$ cat src/rtl/relu_rr_sched.sv
// relu_rr_sched: round-robin scheduler sharing one single-cycle relu stage
// among N_CH convolution output channels for one layer pass.
//
// Ports:
//   i_clk, i_rst              clock, asynchronous active-high reset
//   i_start, i_len            start pulse (IDLE only) and results per channel
//   i_valid, i_data           per-channel sample requests, channel k at [k*DW +: DW]
//   o_ready                   combinational one-hot grant
//   o_relu_en, o_relu_data    registered feed to the shared relu stage
//   i_relu_en, i_relu_data    relu stage return (fixed 1-cycle latency)
//   o_en, o_data, o_ch        registered activation result with channel tag
//   o_busy                    high while in RUN or DRAIN
//   o_done                    single-cycle pulse at the end of a pass

`ifndef DW
`define DW 16
`endif

module relu_rr_sched #(
  parameter int unsigned N_CH = 4,
  parameter int unsigned DW   = `DW,
  parameter int unsigned CW   = 16
) (
  input  logic                      i_clk,
  input  logic                      i_rst,
  input  logic                      i_start,
  input  logic [CW-1:0]             i_len,
  input  logic [N_CH-1:0]           i_valid,
  input  logic [N_CH*DW-1:0]        i_data,
  output logic [N_CH-1:0]           o_ready,
  output logic                      o_relu_en,
  output logic [DW-1:0]             o_relu_data,
  input  logic                      i_relu_en,
  input  logic [DW-1:0]             i_relu_data,
  output logic                      o_en,
  output logic [DW-1:0]             o_data,
  output logic [$clog2(N_CH)-1:0]   o_ch,
  output logic                      o_busy,
  output logic                      o_done
);

  localparam int unsigned CHW = $clog2(N_CH);
  localparam int unsigned EW  = CW + CHW;

  typedef enum logic [1:0] {
    IDLE  = 2'd0,
    RUN   = 2'd1,
    DRAIN = 2'd2,
    DONE  = 2'd3
  } state_t;

  state_t          state;
  state_t          state_nxt;
  logic [CW-1:0]   len;
  logic [CW-1:0]   issued [N_CH];
  logic [EW-1:0]   emitted;
  logic [EW-1:0]   total;
  logic [CHW-1:0]  ptr;
  logic [CHW-1:0]  ptr_nxt;
  logic [CHW-1:0]  tag1;
  logic [CHW-1:0]  tag2;
  logic [CHW-1:0]  gnt_idx;
  logic            gnt_vld;
  logic [DW-1:0]   gnt_data;
  logic [N_CH-1:0] elig;
  logic            all_issued;
  logic            busy_now;
  logic            start_ok;

  assign busy_now = (state == RUN) || (state == DRAIN);
  assign start_ok = (state == IDLE) && i_start;
  // Cannot overflow: N_CH <= 2**CHW, so N_CH*len fits in CW+CHW bits.
  assign total    = EW'(len) * EW'(N_CH);

  // Per-channel eligibility and pass-complete detection
  always_comb begin
    elig       = '0;
    all_issued = 1'b1;
    for (int unsigned k = 0; k < N_CH; k++) begin
      elig[k] = i_valid[k] && (issued[k] < len);
      if (issued[k] != len) all_issued = 1'b0;
    end
  end

  // Round-robin search starting at ptr, wrapping N_CH-1 -> 0
  always_comb begin
    int unsigned idx;
    idx     = 0;
    gnt_vld = 1'b0;
    gnt_idx = '0;
    if (state == RUN) begin
      for (int unsigned i = 0; i < N_CH; i++) begin
        idx = (32'(ptr) + i) % N_CH;
        if (!gnt_vld && elig[CHW'(idx)]) begin
          gnt_vld = 1'b1;
          gnt_idx = CHW'(idx);
        end
      end
    end
  end

  // Grant vector and selected sample
  always_comb begin
    o_ready  = '0;
    gnt_data = '0;
    if (gnt_vld) o_ready[gnt_idx] = 1'b1;
    for (int unsigned k = 0; k < N_CH; k++) begin
      if (gnt_idx == CHW'(k)) gnt_data = i_data[k*DW +: DW];
    end
  end

  assign ptr_nxt = (gnt_idx == CHW'(N_CH - 1)) ? '0 : gnt_idx + CHW'(1);

  // Next-state logic
  always_comb begin
    state_nxt = state;
    case (state)
      IDLE:    if (i_start) state_nxt = (i_len == '0) ? DONE : RUN;
      RUN:     if (all_issued) state_nxt = DRAIN;
      DRAIN:   if (emitted == total) state_nxt = DONE;
      DONE:    state_nxt = IDLE;
      default: state_nxt = IDLE;
    endcase
  end

  // State register
  always_ff @(posedge i_clk or posedge i_rst) begin
    if (i_rst) state <= IDLE;
    else       state <= state_nxt;
  end

  // Pass bookkeeping: length, per-channel issue counts, pointer, emitted count
  always_ff @(posedge i_clk or posedge i_rst) begin
    if (i_rst) begin
      len     <= '0;
      emitted <= '0;
      ptr     <= '0;
      for (int unsigned k = 0; k < N_CH; k++) issued[k] <= '0;
    end else if (start_ok) begin
      len     <= i_len;
      emitted <= '0;
      ptr     <= '0;
      for (int unsigned k = 0; k < N_CH; k++) issued[k] <= '0;
    end else begin
      if (gnt_vld) begin
        ptr             <= ptr_nxt;
        issued[gnt_idx] <= issued[gnt_idx] + CW'(1);
      end
      if (busy_now && i_relu_en) emitted <= emitted + EW'(1);
    end
  end

  // relu feed and the two-stage tag pipeline matching the relu latency
  always_ff @(posedge i_clk or posedge i_rst) begin
    if (i_rst) begin
      o_relu_en   <= 1'b0;
      o_relu_data <= '0;
      tag1        <= '0;
      tag2        <= '0;
    end else begin
      o_relu_en   <= gnt_vld;
      o_relu_data <= gnt_vld ? gnt_data : '0;
      if (gnt_vld) tag1 <= gnt_idx;
      tag2        <= tag1;
    end
  end

  // Output stage; returns outside a pass (e.g. after an abort) are dropped
  always_ff @(posedge i_clk or posedge i_rst) begin
    if (i_rst) begin
      o_en   <= 1'b0;
      o_data <= '0;
      o_ch   <= '0;
      o_busy <= 1'b0;
      o_done <= 1'b0;
    end else begin
      o_en   <= i_relu_en && busy_now;
      o_data <= i_relu_data;
      o_ch   <= tag2;
      o_busy <= (state_nxt == RUN) || (state_nxt == DRAIN);
      o_done <= (state_nxt == DONE);
    end
  end

endmodule

$ cat config.mk
export PLATFORM = sky130hd
export DESIGN_NAME = relu_rr_sched
export DESIGN_NICKNAME = d
export VERILOG_FILES = /design/src/rtl/relu_rr_sched.sv
export SDC_FILE = /design/constraint.sdc
export NUM_CORES = 1
export LEC_CHECK = 0
export BUFFER_PORTS_ARGS = -buffer_cell sky130_fd_sc_hd__buf_4
export CORE_MARGIN = 3
export CORE_UTILIZATION = 35
export CTS_BUF_LIST = sky130_fd_sc_hd__clkbuf_4
export DETAILED_ROUTE_END_ITERATION = 16
export PLACE_DENSITY = 0.66
export SYNTH_ARGS = -nofsm -noshare
export SYNTH_HDL_FRONTEND = slang
export SYNTH_SLANG_ARGS = --single-unit
$ cat constraint.sdc
create_clock -name i_clk -period 13.4 [get_ports i_clk]
set_clock_uncertainty 0.05 [all_clocks]
set_input_delay 1.34 -clock i_clk [delete_from_list [all_inputs] [get_ports i_clk]]
set_output_delay 1.34 -clock i_clk [all_outputs]
set_load 0.05 [all_outputs]
# Word-level counts from Yosys, hierarchy flattened
# Cells that the tools add are included.
[op_classes]
order_cmp = 12
add_sub_neg = 6
n_mux = 51
bitwise = 1
n_reduce_logical = 21
eq_ne = 14
[ops]
columns = ["op", "n"]
rows = [
  ["$mux W16", 8],
  ["$mux W64", 2],
  ["$bwmux W64", 1],
  ["$lt A16 B16 Y1", 4],
  ["$ne A16 B16 Y1", 4],
  ["$mux W18", 2],
  ["$bmux W16 S2", 1],
  ["$demux W16 S2", 1],
  ["$mux W2", 12],
  ["$add A18 B1 Y18 const B", 1],
  ["$eq A18 B18 Y1", 1],
  ["$mux W1", 17],
  ["$add A16 B1 Y16 const B", 1],
  ["$logic_not A16 Y1", 1],
  ["$lt A2 B3 Y1 const B", 5],
  ["$eq A2 B2 Y1 const B", 6],
  ["$logic_and A1 B1 Y1", 11],
  ["$bmux W1 S2", 4],
  ["$pmux W2 S4", 1],
  ["$eq A2 B1 Y1 const B", 3],
  ["$add A2 B1 Y2 const B", 2],
  ["$add A2 B2 Y2 const B", 2],
  ["$logic_not A2 Y1", 2],
  ["$mux W4", 1],
  ["8 further kinds", 12],
]
[totals]
in_bits = 104
reg_bits = 144
output_inout_bits = 42
wordCells = 122

# Longest topological paths before layout
# Gate-level depths: netlist (run 1).
[logic_depth]
word_depth = 26
depth_mapped = 22
mapped_depth_nobuf = 18

# Worst setup path before layout (run 1)
# Ideal clock, no wire load.
[synth_timing]
kind = "input port to output port"
from = "input i_valid[0]"
to = "output o_ready[1]"
path_buffers = 5
t_arrival_ps = 4377
cell_stages = 15
path_slack_ps = 7633
required_time_ps = 12010
cell_sequence = "nor2b_1 a21boi_0 o311ai_1 nor3_1 a2bb2oi_2 nor2_4 inv_2 buf_2 buf_2 buf_2 ha_1 clkbuf_1 nand2_1 inv_1 clkbuf_1"
[synth_between]
elab_chain_cells = 22
word_cells_on_any_way = 34
classes_between = "order compare: 2; mux: 24; reduce/logical: 8"
[synth_rtl]
columns = ["element", "line", "rtl"]
rows = [
  ["start: declaration", "28", "input logic [N_CH-1:0] i_valid,"],
  ["$logic_and A1 B1 Y1 (*)", "80", "elig[k] = i_valid[k] && (issued[k] < len);"],
  ["$bmux W1 S2", "94", "if (!gnt_vld && elig[CHW'(idx)]) begin"],
  ["$mux W1 (implied by the code)", "94", ""],
  ["$mux W1", "94", ""],
  ["$mux W1", "91", "if (state == RUN) begin"],
  ["$logic_not A1 Y1", "94", ""],
  ["$logic_and A1 B1 Y1", "94", ""],
  ["$mux W1", "94", ""],
  ["[... 6 more ...]", "n/a", ""],
  ["$logic_and A1 B1 Y1", "94", ""],
  ["$mux W2", "94", ""],
  ["$mux W2", "91", ""],
  ["$lt A2 B3 Y1 (implied by the code) / $ge A2 B1 Y1 (equally long branches)", "106", "if (gnt_vld) o_ready[gnt_idx] = 1'b1;"],
  ["$logic_and A1 B1 Y1 (implied by the code)", "106", ""],
  ["$mux W1 (implied by the code)", "106", ""],
  ["$demux W1 S2", "106", ""],
  ["$mux W4 (*)", "106", ""],
  ["end: declaration", "30", "output logic [N_CH-1:0] o_ready,"],
]
# Every way passes the cells marked *; elsewhere a longest branch is shown, timed or not. The select of a mux whose other input is x is not followed.

# Final worst setup path (run 1)
[layout_timing]
from = "register len[14]"
to = "output o_ready[1]"
[layout_between]
elab_chain_cells = 23
word_cells_on_any_way = 41
classes_between = "order compare: 6; mux: 24; reduce/logical: 11"
[layout_rtl]
columns = ["element", "line", "rtl"]
rows = [
  ["start: declaration", "54", "logic [CW-1:0] len;"],
  ["start signal: assignment", "140", "len <= i_len;"],
  ["$lt A16 B16 Y1", "80", ""],
  ["$logic_and A1 B1 Y1", "80", ""],
  ["$bmux W1 S2", "94", ""],
  ["$mux W1 (implied by the code)", "94", ""],
  ["$mux W1", "94", ""],
  ["$mux W1", "91", ""],
  ["$logic_not A1 Y1", "94", ""],
  ["$logic_and A1 B1 Y1", "94", ""],
  ["[... 7 more ...]", "n/a", ""],
  ["$logic_and A1 B1 Y1", "94", ""],
  ["$mux W2", "94", ""],
  ["$mux W2", "91", ""],
  ["$lt A2 B3 Y1 (implied by the code) / $ge A2 B1 Y1 (equally long branches)", "106", ""],
  ["$logic_and A1 B1 Y1 (implied by the code)", "106", ""],
  ["$mux W1 (implied by the code)", "106", ""],
  ["$demux W1 S2", "106", ""],
  ["$mux W4 (*)", "106", ""],
]
# Marks and branches as above.

==> results.sh, run 1 <==
export IMPL_cts_tree="built"
export IMPL_cp_end_kind="output port"
export IMPL_fp_dieW_um=164
export IMPL_fmax_mhz=137
export IMPL_fin_crit_sh_pct=54.7
export IMPL_die_h_um=164
export IMPL_post_cts_buffers=0
export IMPL_ys_seq_area_share_pct=41.0
export IMPL_wl_per_cell_um=17.5
export IMPL_vias_per_cell=5.48
export IMPL_finalCriticalPeriod_ns=7.33
export IMPL_ctsRootBufferMaster="clkbuf_4"
export IMPL_tns_ns=0
export IMPL_grt_use_met1_pct=27.0
export IMPL_yosysTopAreaCellShare_pct=41.0
export IMPL_pre_cts_ws_ns=6.33
export IMPL_setup_ws_ns=6.07
export IMPL_syn_num_nets=1155
export IMPL_use_met2_pct=28.9
export IMPL_yosys_most_used_dff="dfrtp_1"
export IMPL_rows=57
export IMPL_syn_avg_cell_area_sq_um=9.01
export IMPL_cap_viol_max_count=0
export IMPL_layout_nets=1270
export IMPL_route_detailed_drc=0
export IMPL_synthArstFlopShare_pct=100
export IMPL_grt_pass1_wl_um=39900
export IMPL_fin_util_pct=42.5
export IMPL_worstPathArrival_ns=5.94
export IMPL_vdd_ir_drop_max_mv=0.102
export IMPL_grt_start_max_net_pins=77
export IMPL_synthCells=975
export IMPL_initial_core_util_pct=35.9
export IMPL_syn2layout_area_growth_pct=18.4
export IMPL_finalPower_uw=1920
export IMPL_cts_clk_slew_worst_paths_ns=0.15
export IMPL_grt_pass1_vias=7437
export IMPL_antenna_found_initial=1
export IMPL_cts_buffers=17
export IMPL_drtIter0Drc=738
export IMPL_overflow=0
export IMPL_cts_sinks=144
export IMPL_ys_types=62
export IMPL_grt_use_total_pct=18.7
export IMPL_placement_io_buffers=145
export IMPL_syn_area_sq_um=8790
export IMPL_busiest_layer="met2"
export IMPL_yosysTopAreaCell="dfrtp_1"
export IMPL_vias=7823
export IMPL_path_class="reg2out"
export IMPL_grt_use_met3_pct=4.01
export IMPL_h_tree_depth=4
export IMPL_hold_ws_ns=0.317
export IMPL_power_leakage_uw=0.00497
export IMPL_synth_area_leaders="dfrtp_1, ha_1, a21oi_1, nor2_1, o21ai_0"
export IMPL_maxSlewViolCount=0
export IMPL_dp_hpwl_um=18700
export IMPL_tightest_slew_ns=1.02
export IMPL_status="completed"
export IMPL_final_hold_viol_count=0
export IMPL_drive_above_1_share_pct=19.1
export IMPL_design_core_area_sq_um=24500
export IMPL_finalSetupViolCount=0
export IMPL_powerDensity_nw_per_um2=185
export IMPL_final_cell_mix="buf_4, dfrtp_1, nor2_1"
export IMPL_slew_headroom_pct=29.9
export IMPL_post_cts_resized=0
export IMPL_ys_ff_latch=144
export IMPL_min_path_type="reg2reg"
export IMPL_rsz0062_at_grt="false"
export IMPL_ys_warn_count=0
export IMPL_wirelength_um=25000
export IMPL_holdBufCountCts=0
export IMPL_dieArea_sq_um=27000
export IMPL_antenna_left=0
export IMPL_dr_pass1_iters=7
export IMPL_crit_fanout=30
export IMPL_cts_max_path_buffers=2
export IMPL_required_ns=12.01
export IMPL_place_congestion=0.936
export IMPL_layout_commonest_cell="buf_4"
export IMPL_r2r_slack_ns=7.92
export IMPL_clk_insertion_delay_late_ns=0.59
export IMPL_synth_edff_count=0
export IMPL_top_level_ports=146
export IMPL_start_kind="register"
## worst max-delay path, cell delays in order, from the launching register on
cell	delay, ns
dfrtp_1	0.40
inv_1	0.12
ha_1	0.31
nand4_1	0.15
nor3_1	0.38
a21bo_1	0.28
a31o_2	0.28
a2bb2oi_2	0.53
nor2_4	0.24
inv_2	0.53
ha_1	0.67
nand2_1	0.41
inv_1	0.68
buf_4	0.33
## layer usage
layer  vias to the layer above  part of all wire, %
met4                         0                  1.3
met5                         -                    0
li1                       3750                    -
met3                        29                  7.2
met2                       270                   46
met1                      3774                   46
## synth_stat cells, types with 2 or more instances
| master | number |
|---|---|
| and3_4 | 2 |
| mux4_2 | 2 |
| or3_1 | 6 |
| o21ai_0 | 67 |
| o2111ai_1 | 7 |
| nor4_1 | 9 |
| mux2i_1 | 17 |
| a32oi_1 | 4 |
| dfrtp_1 | 144 |
| a21oi_1 | 89 |
| buf_2 | 5 |
| a31oi_1 | 4 |
| ha_1 | 76 |
| and4_1 | 4 |
| buf_1 | 3 |
| xor2_1 | 30 |
| nand4_1 | 28 |
| o211ai_1 | 7 |
| nand3_1 | 53 |
| nor2b_1 | 5 |
| o21ai_1 | 3 |
| inv_2 | 2 |
| xnor2_1 | 12 |
| a22oi_1 | 18 |
| nor4_2 | 3 |
| a211oi_1 | 16 |
| nor2_1 | 112 |
| o41ai_1 | 4 |
| a221oi_1 | 2 |
| o211a_1 | 3 |
| o21a_1 | 8 |
| mux2_2 | 7 |
| nand2_1 | 77 |
| nor3_1 | 23 |
| clkbuf_1 | 45 |
| nand2b_1 | 4 |
| and2_1 | 4 |
| nor4_4 | 2 |
| inv_1 | 35 |
| and3_1 | 11 |
## worst paths after layout
check                                     from                      to  cells after the start
max                        len[14]$_DFFE_PP0P_              o_ready[1]                     13
min                          tag2[1]$_DFF_PP0_       o_ch[1]$_DFF_PP0_                      0
max reg2reg                len[14]$_DFFE_PP0P_  issued[34]$_DFFE_PP0P_                     14
min reg2reg                  tag2[1]$_DFF_PP0_       o_ch[1]$_DFF_PP0_                      0
max in group asynchronous                i_rst  issued[30]$_DFFE_PP0P_                      3
min in group asynchronous                i_rst     o_data[7]$_DFF_PP0_                      2
## kinds of logic (layout without fill, tap and decap cells)
| logic type | Yosys count | in the layout | synth area share, % |
|---|---|---|---|
| adders and majority gates | 76 | 76 | 10.8 |
| buffers and inverters | 91 | 219 | 4.04 |
| AOI/OAI and AO/OA | 247 | 247 | 17.3 |
| DFF | 144 | 144 | 41.0 |
| xor gates and xnor gates | 42 | 42 | 4.19 |
| and+or+nand+nor | 349 | 349 | 19.3 |
| other | 0 | 1 | 0 |
| muxes | 26 | 26 | 3.35 |
## layout make-up
| cell class | instances | area [sq um] |
|---|---|---|
| clock buffer | 17 | 128 |
| fill | 2384 | 14100 |
| inverter | 37 | 144 |
| sequential | 144 | 3600 |
| tap | 324 | 405 |
| antenna | 1 | 2.50 |
| multi-input combinational | 740 | 4830 |
| clock inverter | 15 | 163 |
| timing repair buffer | 150 | 1130 |
## flip-flops by register name, summed over array words and instances, names as in the netlist
register / flops
o_relu_data: 16
emitted: 18
o_ch: 2
o_busy: 1
o_done: 1
tag2: 2
o_relu_en: 1
len: 16
ptr: 2
issued: 64
o_data: 16
tag1: 2
o_en: 1
state: 2
## report_power, final
group	total, uW	switching (uW)	internal [uW]
sequential	643	107	536
combinational	984	643	341
clock	294	192	102
## stage by stage
step / instance area [sq um] / cells
detailed placement: 10100 / 1395
floorplan: 8790 / 975
global placement: 10100 / 1395
finish: 10400 / 1428
CTS: 10400 / 1427
global route: 10400 / 1428
Note: power is estimated with default switching activity, not from simulation.
==> run 2: changes to the inputs <==
--- a/config.mk
+++ b/config.mk
@@ -10,7 +10,7 @@
 export CORE_UTILIZATION = 35
 export CTS_BUF_LIST = sky130_fd_sc_hd__clkbuf_4
 export DETAILED_ROUTE_END_ITERATION = 16
-export PLACE_DENSITY = 0.66
+export PLACE_DENSITY = 0.68
 export SYNTH_ARGS = -nofsm -noshare
 export SYNTH_HDL_FRONTEND = slang
 export SYNTH_SLANG_ARGS = --single-unit
==> constraint.sdc (replaced) <==
create_clock -name i_clk -period 6.64 [get_ports i_clk]
set_clock_uncertainty 0.05 [all_clocks]
set_input_delay 0.664 -clock i_clk [delete_from_list [all_inputs] [get_ports i_clk]]
set_output_delay 0.664 -clock i_clk [all_outputs]
set_load 0.05 [all_outputs]
==> run 2 against run 1 <==
- clock power is 85% higher
- core utilization is 0.16 points higher
- critical path depth is 2 higher
- first-iteration DRC count is 12% lower
- wire length is 2.3% higher
- die area stayed put
- combinational power is 100% higher
- register-to-register slack worse by 6.6 ns
- sequential power is 100% higher
- critical path type unchanged
- largest power group unchanged
==> results.sh, run 2 (same netlist as run 1, synthesis figures left out) <==
export IMPL_switching_share_pct=48.5
export IMPL_pre_cts_ws_ns=1.36
export IMPL_design_core_area_sq_um=24500
export IMPL_rsz0062_at_grt="false"
export IMPL_cts_tree="built"
export IMPL_place_congestion=0.891
export IMPL_start_kind="register"
export IMPL_clk_insertion_delay_late_ns=0.56
export IMPL_top_level_ports=146
export IMPL_ctsRootBufferMaster="clkbuf_4"
export IMPL_cts_sinks=144
export IMPL_slew_headroom_pct=33.3
export IMPL_cts_buffers=17
export IMPL_layout_commonest_cell="buf_4"
export IMPL_busiest_layer="met2"
export IMPL_die_h_um=164
export IMPL_largest_reg_flops=64
export IMPL_holdBufCountCts=0
export IMPL_p_int_uw=1980
export IMPL_cts_max_path_buffers=2
export IMPL_r2r_start="len[14]$_DFFE_PP0P_"
export IMPL_finalSetupViolCount=0
export IMPL_antenna_left=0
export IMPL_use_met2_pct=29.3
export IMPL_grt_start_max_net_pins=91
export IMPL_vias=7814
export IMPL_status="completed"
export IMPL_fin_crit_sh_pct=88.9
export IMPL_dr_pass1_iters=6
export IMPL_layout_nets=1279
export IMPL_vdd_ir_drop_max_mv=0.168
export IMPL_grt_use_met1_pct=27.2
export IMPL_dp_hpwl_um=19200
export IMPL_grt_pass1_vias=7286
export IMPL_rows=57
export IMPL_dieArea_sq_um=27000
export IMPL_post_cts_resized=0
export IMPL_hp_start="i_relu_data[8]"
export IMPL_r2r_slack_ns=1.37
export IMPL_cap_viol_max_count=0
export IMPL_worstPathArrival_ns=5.19
export IMPL_finalCriticalPeriod_ns=5.90
export IMPL_pwr_share_seq_pct=33.6
export IMPL_cp_end_kind="output port"
export IMPL_cts_clk_slew_worst_paths_ns=0.13
export IMPL_fp_dieW_um=164
export IMPL_wirelength_um=25600
export IMPL_grt_use_total_pct=18.9
export IMPL_syn2layout_area_growth_pct=18.9
export IMPL_post_cts_buffers=0
export IMPL_fin_util_pct=42.7
export IMPL_crit_slowest_cell="inv_1"
export IMPL_overflow=0
export IMPL_setup_ws_ns=0.739
export IMPL_wl_per_cell_um=17.8
export IMPL_path_cells="inv_1 -> ha_1 -> nand4_1 -> nor4_2 -> o21ai_1 -> and3_4 -> o311a_1 -> o2111ai_2 -> buf_4 -> ha_1 -> buf_4 -> nand2_1 -> buf_4 -> inv_1 -> buf_4"
export IMPL_path_class="reg2out"
export IMPL_power_leakage_uw=0.00500
export IMPL_min_path_type="in2reg"
export IMPL_hold_end="o_data[8]$_DFF_PP0_"
export IMPL_tightest_slew_ns=0.997
export IMPL_max_stage_delay_ns=0.60
export IMPL_initial_core_util_pct=35.9
export IMPL_final_hold_viol_count=0
export IMPL_hold_ws_ns=0.154
export IMPL_grt_pass1_wl_um=40200
export IMPL_powerDensity_nw_per_um2=369
export IMPL_largest_register="issued"
export IMPL_drtIter0Drc=646
export IMPL_route_detailed_drc=0
export IMPL_worstHoldPathCells=1
export IMPL_pwr_share_comb_pct=52.2
export IMPL_drive_above_1_share_pct=19.7
export IMPL_grt_use_met3_pct=4.19
export IMPL_placement_io_buffers=145
export IMPL_crit_top_cell="buf_4"
export IMPL_maxSlewViolCount=0
export IMPL_final_cell_mix="buf_4, dfrtp_1, nor2_1"
export IMPL_required_ns=5.93
export IMPL_antenna_found_initial=1
export IMPL_fmax_mhz=169
export IMPL_reg_top3="issued (64), emitted (18)"
export IMPL_vias_per_cell=5.44
export IMPL_fin_cells=1436
export IMPL_tns_ns=0
export IMPL_p_clk_share_pct=14.1
export IMPL_r2r_end="issued[30]$_DFFE_PP0P_"
export IMPL_h_tree_depth=4
export IMPL_crit_fanout=33
export IMPL_netSwitchingPower_uw=1870
export IMPL_ff2ff_path_depth=17
export IMPL_dp_cells=1404
-- run 2: changes by cell type in the layout (fill, tap and decap cells not counted), sizes merged --
cell and delta:
buf +9, clkbuf +3, clkinv +4, clkinvlp +1, inv -9
-- run 2: worst max path at each step --
stage / from / endpoint / slack (ns) / cells after the start
after floorplan: len[11]$_DFFE_PP0P_ / o_ready[1] / 2.01 / 17
after global placement: len[14]$_DFFE_PP0P_ / o_ready[1] / 1.40 / 13
after detailed placement: len[14]$_DFFE_PP0P_ / o_ready[2] / 1.36 / 15
after CTS: len[14]$_DFFE_PP0P_ / o_ready[2] / 0.73 / 15
after global routing: len[14]$_DFFE_PP0P_ / o_ready[1] / 0.29 / 14
final: len[14]$_DFFE_PP0P_ / o_ready[2] / 0.74 / 15
-- run 2: per-stage QoR --
stage | total power, uW | cell area (sq um)
6_report | 3850 | 10400
5_1_grt | 4160 | 10400
3_5_place_dp | 3310 | 10200
3_3_place_gp | 3270 | 10200
2_1_floorplan | 2700 | 8790
4_1_cts | 3860 | 10400
-- run 2: critical path: cells and delay by family, from the launching register on --
kind | cells | cell delay (ns)
buf+inv | 6 | 1.86
compound gates | 3 | 1.01
simple gates | 4 | 0.84
fa+ha+maj | 2 | 0.54
flops | 1 | 0.38
-- run 2: final cells by class --
| class | instances | area, sq um |
|---|---|---|
| Fill cell | 2389 | 14000 |
| Multi-Input combinational cell | 740 | 4830 |
| Clock buffer | 20 | 150 |
| Tap cell | 324 | 405 |
| Clock inverter | 11 | 111 |
| Timing Repair Buffer | 159 | 1190 |
| Sequential cell | 144 | 3600 |
| Inverter | 37 | 144 |
| Antenna cell | 1 | 2.50 |
-- run 2: power groups by stage --
stage,clock network [uW],logic [uW],registers (uW)
2_1_floorplan,0,1320,1380
3_3_place_gp,0,1970,1300
3_5_place_dp,0,2000,1310
4_1_cts,562,2010,1290
5_1_grt,592,2250,1320
6_report,544,2010,1290
-- run 2: layer usage --
metal / part of all wire (%) / up-vias
met5: 0 / -
met4: 1.5 / 0
met3: 7.2 / 30
met2: 46 / 299
met1: 45 / 3720
li1: - / 3765
==> run 3: changes to the inputs <==
--- a/config.mk
+++ b/config.mk
@@ -10,7 +10,7 @@
 export CORE_UTILIZATION = 35
 export CTS_BUF_LIST = sky130_fd_sc_hd__clkbuf_4
 export DETAILED_ROUTE_END_ITERATION = 16
-export PLACE_DENSITY = 0.68
+export PLACE_DENSITY_LB_ADDON = 0.05
 export SYNTH_ARGS = -nofsm -noshare
 export SYNTH_HDL_FRONTEND = slang
 export SYNTH_SLANG_ARGS = --single-unit
==> run 3 against run 2 <==
- largest power group unchanged
- count of clock-buffer cells in the layout shrank 2
- die area stayed put
- via count down 1.7%
- cell area about the same
- register-to-register slack worse by 0.14 ns
- non-clock buffer count decreased by 2
- clock power increased by 10%
- hold slack got worse by 0.016 ns
- combinational power is essentially flat
- maximum frequency increased by 0.90%
- total power increased by 2.2%
==> results.sh, run 3 (same netlist as run 1, synthesis figures left out) <==
export IMPL_die_h_um=164
export IMPL_rows=57
export IMPL_fill_cells=2522
export IMPL_layout_commonest_cell="buf_4"
export IMPL_worstPathArrival_ns=5.13
export IMPL_largest_reg_flops=64
export IMPL_placement_io_buffers=145
export IMPL_vias_per_cell=5.35
export IMPL_cts_max_path_buffers=2
export IMPL_post_cts_resized=0
export IMPL_dieArea_sq_um=27000
export IMPL_cp_end_kind="output port"
export IMPL_reg_top3="issued (64), emitted (18)"
export IMPL_finalSetupViolCount=0
export IMPL_largest_register="issued"
export IMPL_tightest_slew_ns=1.02
export IMPL_min_path_type="in2reg"
export IMPL_slew_headroom_pct=30.3
export IMPL_vdd_ir_drop_max_mv=0.144
export IMPL_dr_pass1_iters=5
export IMPL_drtIter0Drc=618
export IMPL_grt_use_total_pct=21.1
export IMPL_cts_buffers=17
export IMPL_fin_crit_sh_pct=88.1
export IMPL_powerDensity_nw_per_um2=376
export IMPL_cts_clk_slew_worst_paths_ns=0.15
export IMPL_antenna_left=0
export IMPL_wirelength_um=28200
export IMPL_start_kind="register"
export IMPL_vias=7678
export IMPL_grt_start_max_net_pins=91
export IMPL_fp_dieW_um=164
export IMPL_overflow=0
export IMPL_wl_per_cell_um=19.6
export IMPL_maxSlewViolCount=0
export IMPL_clk_insertion_delay_late_ns=0.57
export IMPL_layout_nets=1277
export IMPL_design_core_area_sq_um=24500
export IMPL_finalCriticalPeriod_ns=5.85
export IMPL_final_cell_mix="buf_4, dfrtp_1, nor2_1"
export IMPL_crit_fanout=33
export IMPL_place_congestion=0.900
export IMPL_antenna_found_initial=2
export IMPL_grt_pass1_wl_um=43700
export IMPL_path_class="reg2out"
export IMPL_final_hold_viol_count=0
export IMPL_cts_sinks=144
export IMPL_cts_tree="built"
export IMPL_cap_viol_max_count=0
export IMPL_drive_above_1_share_pct=19.5
export IMPL_syn2layout_area_growth_pct=19.0
export IMPL_initial_core_util_pct=35.9
export IMPL_grt_pass1_vias=7526
export IMPL_rsz0062_at_grt="false"
export IMPL_holdBufCountCts=0
export IMPL_route_detailed_drc=0
export IMPL_fmax_mhz=171
export IMPL_required_ns=5.93
export IMPL_power_leakage_uw=0.00499
export IMPL_ctsRootBufferMaster="clkbuf_4"
export IMPL_top_level_ports=146
export IMPL_h_tree_depth=4
export IMPL_tns_ns=0
export IMPL_dp_hpwl_um=21300
export IMPL_post_cts_buffers=0
export IMPL_status="completed"
export IMPL_finalPower_uw=3930
-- run 3: changes by cell type in the layout (fill, tap and decap cells not counted) --
cell	change
bufinv_16	+1
clkinv_1	+1
clkinv_2	-1
o21ai_1	+1
clkinvlp_4	+2
clkbuf_4	-2
inv_6	+3
buf_4	-2
clkinv_4	-3
o21ai_2	-1
-- run 3: through the flow --
step	hold slack [ns]	instances	util (%)	area, sq um	setup WS (ns)
finish	0.137	1435	42.7	10500	0.792
global route	0.0702	1435	42.7	10500	0.408
global placement	0.289	1402	41.5	10200	1.27
detailed placement	0.292	1402	41.5	10200	1.26
CTS	0.0908	1434	42.7	10500	0.723
floorplan	0.281	975	-	8790	2.01
-- run 3: routing by layer --
metal	share of wire (%)	vias up	track usage (%)
met2	46	178	32.9
met4	1.0	0	4.19
met3	4.7	21	3.99
li1	-	3765	-
met1	48	3714	30.9
met5	0	-	0
-- run 3: cell type report --
| type | count | area, sq um | area share (%) |
|---|---|---|---|
| multi-input cells | 740 | 4830 | 46.2 |
| flip-flops and latches | 144 | 3600 | 34.5 |
| repair buffers | 157 | 1180 | 11.3 |
| well taps | 324 | 405 | 3.88 |
| clock inverters | 14 | 155 | 1.48 |
| inverters | 37 | 144 | 1.38 |
| clock buffers | 18 | 135 | 1.29 |
| diodes | 1 | 2.50 | 0.0239 |
-- run 3: final timing paths --
kind                                startpoint                        to  slack (ns)  cells past startpoint
setup / recovery           len[15]$_DFFE_PP0P_                o_ready[2]        0.79                     13
hold / removal                  i_relu_data[0]       o_data[0]$_DFF_PP0_        0.14                      1
setup reg to reg           len[15]$_DFFE_PP0P_  o_relu_data[2]$_DFF_PP0_        1.23                     17
hold reg to reg              tag2[0]$_DFF_PP0_         o_ch[0]$_DFF_PP0_        0.32                      0
max in group asynchronous                i_rst   emitted[11]$_DFFE_PP0P_        5.10                      3
min in group asynchronous                i_rst      o_data[10]$_DFF_PP0_        0.16                      2
-- run 3: worst max-delay path: stages, from the launching register on --
cell and delay, ns:
dfrtp_1 0.39, inv_1 0.11, ha_1 0.37, nand4_1 0.20, nor4_2 0.45, o21ai_1 0.19, and3_4 0.24, o311a_1 0.34
o2111ai_2 0.38, ha_1 0.22, buf_4 0.30, nand2_1 0.36, inv_1 0.67, buf_4 0.32
-- run 3: report_power, final --
| part | internal [uW] | leakage (uW) | switching, uW | total [uW] |
|---|---|---|---|---|
| Clock | 234 | 0.000149 | 367 | 600 |
| Combinational | 693 | 0.00294 | 1340 | 2040 |
| Sequential | 1080 | 0.00190 | 216 | 1300 |
| Total | 2010 | 0.00499 | 1930 | 3930 |
